`src/rtl/seq_detect_pkg.sv`:
```
// rtl/seq_detect_pkg.sv - shared state type, reset defaults and config legality check for the sequence detector
package seq_detect_pkg;

  typedef enum logic [1:0] {IDLE, ARMED, DONE} state_t;

  localparam int   DEFAULT_PATTERN = 'b1101;
  localparam int   DEFAULT_LEN     = 4;
  localparam logic DEFAULT_OVERLAP = 1'b0;

  function automatic logic len_is_legal(input int len, input int max_len);
    return (len >= 2) && (len <= max_len);
  endfunction

endpackage

```
`src/rtl/seq_match_core.sv`:
```
// rtl/seq_match_core.sv - history shift register, fill counter and length-masked Mealy comparator
module seq_match_core #(
  parameter int MAX_LEN = 8,
  parameter int LEN_W   = 4
) (
  input  logic               clk,
  input  logic               reset,
  input  logic               enable,
  input  logic               clear,
  input  logic               din,
  input  logic [LEN_W-1:0]   len,
  input  logic [MAX_LEN-1:0] pattern,
  input  logic               overlap,
  output logic               match
);

  logic [MAX_LEN-2:0] history;
  logic [LEN_W-1:0]   fill;
  logic [MAX_LEN-1:0] cand;
  logic [MAX_LEN-1:0] mask;

  always_comb begin
    cand = {history, din};
    mask = '0;
    for (int i = 0; i < MAX_LEN; i++) begin
      mask[i] = (i < int'(len));
    end
    match = enable && (fill >= len - LEN_W'(1)) && (((cand ^ pattern) & mask) == '0);
  end

  // fill counts bits seen since the last clear; a non-overlapping match restarts it
  always_ff @(posedge clk) begin
    if (reset || clear) begin
      history <= '0;
      fill    <= '0;
    end else if (enable) begin
      history <= (MAX_LEN-1)'({history, din});
      if (match && !overlap) begin
        fill <= '0;
      end else if (fill < len - LEN_W'(1)) begin
        fill <= fill + LEN_W'(1);
      end
    end
  end

endmodule

```
`src/rtl/seq_detect_ctrl.sv`:
```
// rtl/seq_detect_ctrl.sv - armable serial pattern detector: control FSM, config registers, match counter
module seq_detect_ctrl
  import seq_detect_pkg::*;
#(
  parameter int MAX_LEN = 8,
  parameter int LEN_W   = 4,
  parameter int CNT_W   = 8
) (
  input  logic               clk,
  input  logic               reset,
  input  logic               cfg_valid,
  output logic               cfg_ready,
  input  logic [MAX_LEN-1:0] cfg_pattern,
  input  logic [LEN_W-1:0]   cfg_len,
  input  logic               cfg_overlap,
  input  logic [CNT_W-1:0]   cfg_target,
  output logic               cfg_err,
  input  logic               start,
  input  logic               stop,
  input  logic               din,
  input  logic               din_valid,
  output logic               dout,
  output logic [CNT_W-1:0]   match_count,
  output logic               busy,
  output logic               done
);

  state_t             state, state_n;
  logic [MAX_LEN-1:0] pattern_q;
  logic [LEN_W-1:0]   len_q;
  logic               overlap_q;
  logic [CNT_W-1:0]   target_q;
  logic               arm;
  logic               match;
  logic               cfg_legal;
  logic [CNT_W-1:0]   count_inc;

  assign cfg_legal = len_is_legal(int'(cfg_len), MAX_LEN);
  assign count_inc = match_count + CNT_W'(1);

  seq_match_core #(.MAX_LEN(MAX_LEN), .LEN_W(LEN_W)) u_core (
    .clk     (clk),
    .reset   (reset),
    .enable  ((state == ARMED) && din_valid),
    .clear   (arm),
    .din     (din),
    .len     (len_q),
    .pattern (pattern_q),
    .overlap (overlap_q),
    .match   (match)
  );

  always_comb begin
    state_n   = state;
    arm       = 1'b0;
    cfg_ready = (state == IDLE);
    busy      = (state == ARMED);
    done      = (state == DONE);
    dout      = match;
    case (state)
      IDLE: begin
        if (!stop && start) begin
          state_n = ARMED;
          arm     = 1'b1;
        end
      end
      ARMED: begin
        if (stop) begin
          state_n = IDLE;
        end else if (match && (target_q != '0) && (count_inc == target_q)) begin
          state_n = DONE;
        end
      end
      DONE: begin
        if (stop) begin
          state_n = IDLE;
        end else if (start) begin
          state_n = ARMED;
          arm     = 1'b1;
        end
      end
      default: state_n = IDLE;
    endcase
  end

  always_ff @(posedge clk) begin
    if (reset) begin
      state       <= IDLE;
      pattern_q   <= MAX_LEN'(DEFAULT_PATTERN);
      len_q       <= LEN_W'(DEFAULT_LEN);
      overlap_q   <= DEFAULT_OVERLAP;
      target_q    <= '0;
      match_count <= '0;
      cfg_err     <= 1'b0;
    end else begin
      state   <= state_n;
      cfg_err <= (state == IDLE) && cfg_valid && !cfg_legal;
      if ((state == IDLE) && cfg_valid && cfg_legal) begin
        pattern_q <= cfg_pattern;
        len_q     <= cfg_len;
        overlap_q <= cfg_overlap;
        target_q  <= cfg_target;
      end
      if (arm) begin
        match_count <= '0;
      end else if (match && (match_count != '1)) begin
        match_count <= count_inc;
      end
    end
  end

endmodule

```
`config.mk`:
```
export PLATFORM = sky130hd
export DESIGN_NAME = seq_detect_ctrl
export DESIGN_NICKNAME = d
export VERILOG_FILES = /design/src/rtl/seq_detect_pkg.sv /design/src/rtl/seq_match_core.sv /design/src/rtl/seq_detect_ctrl.sv
export SDC_FILE = /design/constraint.sdc
export NUM_CORES = 1
export LEC_CHECK = 0
export ABC_AREA = 1
export ABC_CLOCK_PERIOD_IN_PS = 3400
export CAP_MARGIN = 20
export CORE_UTILIZATION = 46
export DETAILED_ROUTE_END_ITERATION = 16
export HOLD_SLACK_MARGIN = 0.06
export PLACE_DENSITY = 0.69
export SKIP_LAST_GASP = 1
export SYNTH_ARGS = -nofsm -noshare
export SYNTH_HDL_FRONTEND = slang
export SYNTH_SLANG_ARGS = --single-unit
```
`constraint.sdc`:
```
create_clock -name clk -period 3.4 [get_ports clk]
set_input_delay 0.34 -clock clk [delete_from_list [all_inputs] [get_ports clk]]
set_output_delay 0.34 -clock clk [all_outputs]
set_load 0.01 [all_outputs]
```
==> results of run 1 <==
## layer usage
layer  global-route usage  routed length (microns)  part of all wire
met3               0.0466                      282             0.053
met1                0.287                     2610              0.49
met5                    0                        0                 0
met2                0.336                     2340              0.44
met4               0.0641                       63             0.012
## through the flow
| stage | instances | hold slack, ns | power (mW) | cell area (sq um) |
|---|---|---|---|---|
| 6_report | 459 | 0.476 | 1.00 | 2920 |
| 5_1_grt | 459 | 0.511 | 1.06 | 2920 |
| 4_1_cts | 459 | 0.480 | 1.02 | 2920 |
| 3_5_place_dp | 453 | 0.468 | 0.715 | 2850 |
| 3_3_place_gp | 453 | 0.460 | 0.714 | 2850 |
| 2_1_floorplan | 349 | 0.409 | 0.648 | 2370 |
## synth_stat cells, drive strengths merged
master / instances / area (sq um)
buf: 1 / 5.00
nand2: 101 / 397
nor2: 37 / 198
o21ai: 31 / 155
ha: 9 / 113
a31oi: 1 / 6.26
dfxtp: 43 / 861
nand3b: 3 / 22.5
clkbuf: 5 / 18.8
xnor2: 1 / 8.76
nor3: 2 / 10.0
or2: 1 / 6.26
a21oi: 36 / 180
clkinv: 2 / 7.51
inv: 41 / 159
xor2: 8 / 70.1
o211ai: 1 / 7.51
nand3: 25 / 138
nand4: 1 / 6.26
## kinds of logic (layout without fill, tap and decap cells)
family	after synthesis	in the layout	synth area share
AO/OA/AOI/OAI	69	69	0.147
AND/OR/NAND/NOR	170	170	0.328
flip-flops	43	43	0.363
XOR/XNOR	9	9	0.0333
buffers and inverters	49	92	0.0803
adder cells (fa/ha/maj)	9	9	0.0475
## sequential cells by signal, indices dropped and copies added, names as in the netlist, 2 cells and up
register and count:
u_core.fill 4, state 2, u_core.history 7, len_q 4, match_count 8, target_q 8, pattern_q 8
## path summary, 6_finish.rpt
path	end	slack, ns	cells past startpoint
max	dout	0.53	11
min	pattern_q[6]$_SDFFE_PP0P_	0.48	2
max reg2reg	match_count[3]$_SDFFE_PP0P_	1.13	15
min reg2reg	pattern_q[6]$_SDFFE_PP0P_	0.48	2
## tightest hold or removal path: cells and delay by family, from the launching register on
| kind | cells | cell delay, ns |
|---|---|---|
| AO/OA/AOI/OAI | 1 | 0.05 |
| buffers and inverters | 1 | 0.07 |
| flip-flops | 1 | 0.31 |
## layout make-up
type,instances,area [sq um]
fill,479,1920
multi-input combinational,257,1320
sequential,43,861
timing repair buffer,43,423
inverter,43,166
tap,67,83.8
clock buffer,6,72.6
## where the power goes
group	leakage [nW]	internal (mW)	switching, mW	total (mW)
clock	0.0371	0.137	0.162	0.299
combinational	0.856	0.0751	0.0912	0.166
sequential	0.350	0.524	0.0131	0.538
total	1.24	0.737	0.266	1.00
==> results.toml, run 1 <==
[placed_design]
dp_slack_ns = 0.857
place_hpwl_microns = 3970
port_buffers = 40
place.gp.congestion = 0.841

[drt]
drt_drc_violations_left = 0
drt_iter0_markers = 88
vias = 2245
ant_nets = 0
viasPerCell = 4.89
wl_microns = 5300
firstDrtPassIters = 4
wl_per_cell_microns = 11.5

[worst_hold_path]
hold_start = "pattern_q[6]$_SDFFE_PP0P_"
hp-class = "flop to flop"

[grt]
grt_pass1_vias = 1919
grt_pass1_wl_microns = 8670
grt_use_total = 0.212
grt_max_degree = 23
overflow = 0
antenna_found_initial = 0

[critical_path]
crit_slowest_cell = "clkdlybuf4s50_1"
start_kind = "flop"
arrival_ns = 2.53
cp-startpoint = "len_q[0]$_SDFFE_PP0P_"
r2r-start = "len_q[0]$_SDFFE_PP0P_"
crit_type = "flop to primary output"
critPathTopFamily = "buffers and inverters"
slowest_delay_ns = 0.55
crit_chain = "inv_1 -> ha_1 -> xnor2_1 -> ha_1 -> nand2_1 -> inv_1 -> nand3_1 -> nand3_1 -> nand2_4 -> nor2_4 -> clkdlybuf4s50_1"
path_buf_inv = 3
cp-end-kind = "primary output"
crit_required_ns = 3.06
worstPathMaxFanout = 4

[outcome]
status = "finished, final reports clean"

[floorplanning]
dieArea_sq_um = 5440
coreArea_sq_um = 4850
initial_utilization = 0.489
pin_count = 41
chipWidth_microns = 73.8
die_y_microns = 73.8
std_cell_rows = 25

[timing]
hold_viol_final = 0
fin_tns_setup_ns = 0
setup_viol = 0
rsz0062_at_grt = "no"
tightest_slew_ns = 0.460
worst_slack_ns = 0.532
max_freq_mhz = 349
slew_headroom = 0.692
period_share = 0.844
slew_violations = 0
fin_skew_ns = 0.00739
fin_crit_ns = 2.87

[pwr]
power.leakage_nw = 1.24
ir_worst_vdd_mv = 0.210
cellPowerDensity_nw_per_um2 = 343

[synth]
syn_nets = 386
yosys_warnings = 0
synth-seq-cells = 43
syn_area_per_cell_sq_um = 6.79
netlist_area_sq_um = 2370
synthCells = 349
yosysSeqAreaShare = 0.363
ys_types = 28

[cells_and_area]
final_util = 0.603
nets = 430
syn_to_final_growth_pct = 23.5
final_common_cell = "nand2_1"
diodes = 0
drive_above_1_share = 0.0663
final_cell_mix = "nand2_1 (98), dfxtp_1 (43), clkdlybuf4s50_1 (40)"

[clocking]
clk_pin_slew_ns = 0.07
clockRootBuffer = "clkbuf_8"
clk_path_buf_depth = 2
cts_sinks = 43
cts_htree_levels = 2
cts_tree = "done"
post-cts-setup-buffers = 0
cts.repair.resized = 0
cts_made_buffers = 5
clkLatencyLatePin_ns = 0.30
cts_hold_buf = 0

[job]
cap_violations = 0
Power figures use the tool's default switching activity.
==> run 2, diff against run 1 <==
ABC_CLOCK_PERIOD_IN_PS = 2640   (was 3400)
clock period = 2.64 ns   (was 3.4 ns; I/O delays follow)
==> run 2 against run 1 <==
Net effect: global-route usage rose by 1.1 points; setup slack got worse by 0.26 ns; register-to-register slack got worse by 0.74 ns; final cell count rose by 0.22%; critical endpoint unchanged; flip-flop and latch count did not move; die area did not move; largest power group unchanged; clock power rose by 72%.
==> results.toml, run 2 (synthesized netlist as in run 1, its figures left out) <==
[clocking]
clk_path_buf_depth = 2
cts_made_buffers = 5
cts_sinks = 43
post-cts-setup-buffers = 0
cts_htree_levels = 2
cts_hold_buf = 0
clkLatencyLatePin_ns = 0.30
clk_pin_slew_ns = 0.08
clockRootBuffer = "clkbuf_8"
cts_tree = "done"

[drt]
wl_per_cell_microns = 12.0
firstDrtPassIters = 4
wl_microns = 5510
drt_drc_violations_left = 0
drt_iter0_markers = 136
viasPerCell = 4.94
ant_nets = 0
vias = 2272

[pwr]
ir_worst_vdd_mv = 0.299
power.leakage_nw = 1.26
power_mw = 1.42
cellPowerDensity_nw_per_um2 = 480

[cells_and_area]
final_common_cell = "nand2_1"
multi_input_area_sq_um = 1320
final_util = 0.612
diodes = 0
nets = 430
final_cell_mix = "nand2_1 (98), dfxtp_1 (43), clkdlybuf4s50_1 (39)"
n_fill_cell = 482
drive_above_1_share = 0.0738
reg.largest.list = "match_count: 8 flops, pattern_q: 8 flops, target_q: 8 flops"
register_area_sq_um = 861
syn_to_final_growth_pct = 25.2

[job]
cap_violations = 0

[timing]
tightest_slew_ns = 0.329
max_freq_mhz = 423
fin_crit_ns = 2.37
slew_headroom = 0.778
period_share = 0.896
fin_skew_ns = 0.00753
rsz0062_at_grt = "no"
hold_viol_final = 0
setup_viol = 0
fin_tns_setup_ns = 0
slew_violations = 0

[floorplanning]
initial_utilization = 0.489
pin_count = 41
coreArea_sq_um = 4850
std_cell_rows = 25
die_y_microns = 73.8
chipWidth_microns = 73.8
dieArea_sq_um = 5440

[placed_design]
place.gp.congestion = 0.828
place_hpwl_microns = 4070
port_buffers = 40

[critical_path]
crit_required_ns = 2.38
cp-end-kind = "primary output"
worstPathMaxFanout = 4
start_kind = "flop"
arrival_ns = 2.10
crit_type = "flop to primary output"

[grt]
grt_pass1_vias = 1955
antenna_found_initial = 0
overflow = 0
grt_use_total = 0.224
grt_max_degree = 29
grt_pass1_wl_microns = 9140

[outcome]
status = "finished, final reports clean"

[worst_hold_path]
hp-class = "flop to flop"
==> run 2: changes by cell type in the layout (fill, tap and decap cells not counted), sizes merged <==
cell / delta
clkinvlp: +1
clkdlybuf4s50: -1
bufinv: +1
==> run 2: final timing paths <==
| check | from | slack [ns] | cells past startpoint | to |
|---|---|---|---|---|
| worst min-delay path | pattern_q[6]$_SDFFE_PP0P_ | 0.48 | 2 | pattern_q[6]$_SDFFE_PP0P_ |
| worst max-delay path | len_q[0]$_SDFFE_PP0P_ | 0.27 | 11 | dout |
| worst max register to register | len_q[0]$_SDFFE_PP0P_ | 0.39 | 15 | u_core.fill[3]$_SDFFE_PP0P_ |
| worst min register to register | pattern_q[6]$_SDFFE_PP0P_ | 0.48 | 2 | pattern_q[6]$_SDFFE_PP0P_ |
==> run 2: power breakdown <==
part | internal [mW] | switching, mW
sequential | 0.675 | 0.0172
clock | 0.277 | 0.238
combinational | 0.0990 | 0.117
total | 1.05 | 0.372
==> run 2: worst max-delay path: stages (launching register included) <==
cell	delay (ns)
dfxtp_1	0.36
inv_1	0.09
ha_1	0.26
xnor2_1	0.14
ha_1	0.27
nand2_1	0.05
inv_1	0.06
nand2_1	0.08
nand3_1	0.12
nand2_4	0.07
nor2_4	0.14
clkbuf_2	0.15
==> run 2: per-stage QoR <==
stage | hold WS [ns] | instances | worst slack [ns] | instance area (sq um)
final | 0.480 | 460 | 0.274 | 2970
after global routing | 0.511 | 460 | 0.103 | 2970
after CTS | 0.480 | 460 | 0.135 | 2970
after detailed placement | 0.463 | 453 | 0.213 | 2860
after global placement | 0.464 | 453 | 0.240 | 2860
after floorplan | 0.333 | 349 | 0.639 | 2370
==> run 2: what timing repair did <==
| item | in CTS | in global routing |
|---|---|---|
| gates resized for setup | 1 | 2 |
| gates cloned | 0 | 0 |
| endpoints found under the setup margin | 1 | 1 |
==> run 2: layer usage <==
| layer | track usage | vias up | part of all wire | wire, microns |
|---|---|---|---|---|
| met5 | 0 | - | 0 | 0 |
| met4 | 0.0791 | 0 | 0.013 | 69 |
| met3 | 0.0425 | 8 | 0.040 | 220 |
| met2 | 0.343 | 41 | 0.44 | 2420 |
| met1 | 0.312 | 1015 | 0.51 | 2790 |
| li1 | - | 1208 | - | - |
==> run 2: cell type report <==
cell class,count,area share
Multi-Input combinational cell,257,0.444
Sequential cell,43,0.290
Timing Repair Buffer,43,0.145
Inverter,43,0.0561
Tap cell,67,0.0283
Clock buffer,5,0.0232
Clock inverter,2,0.0127
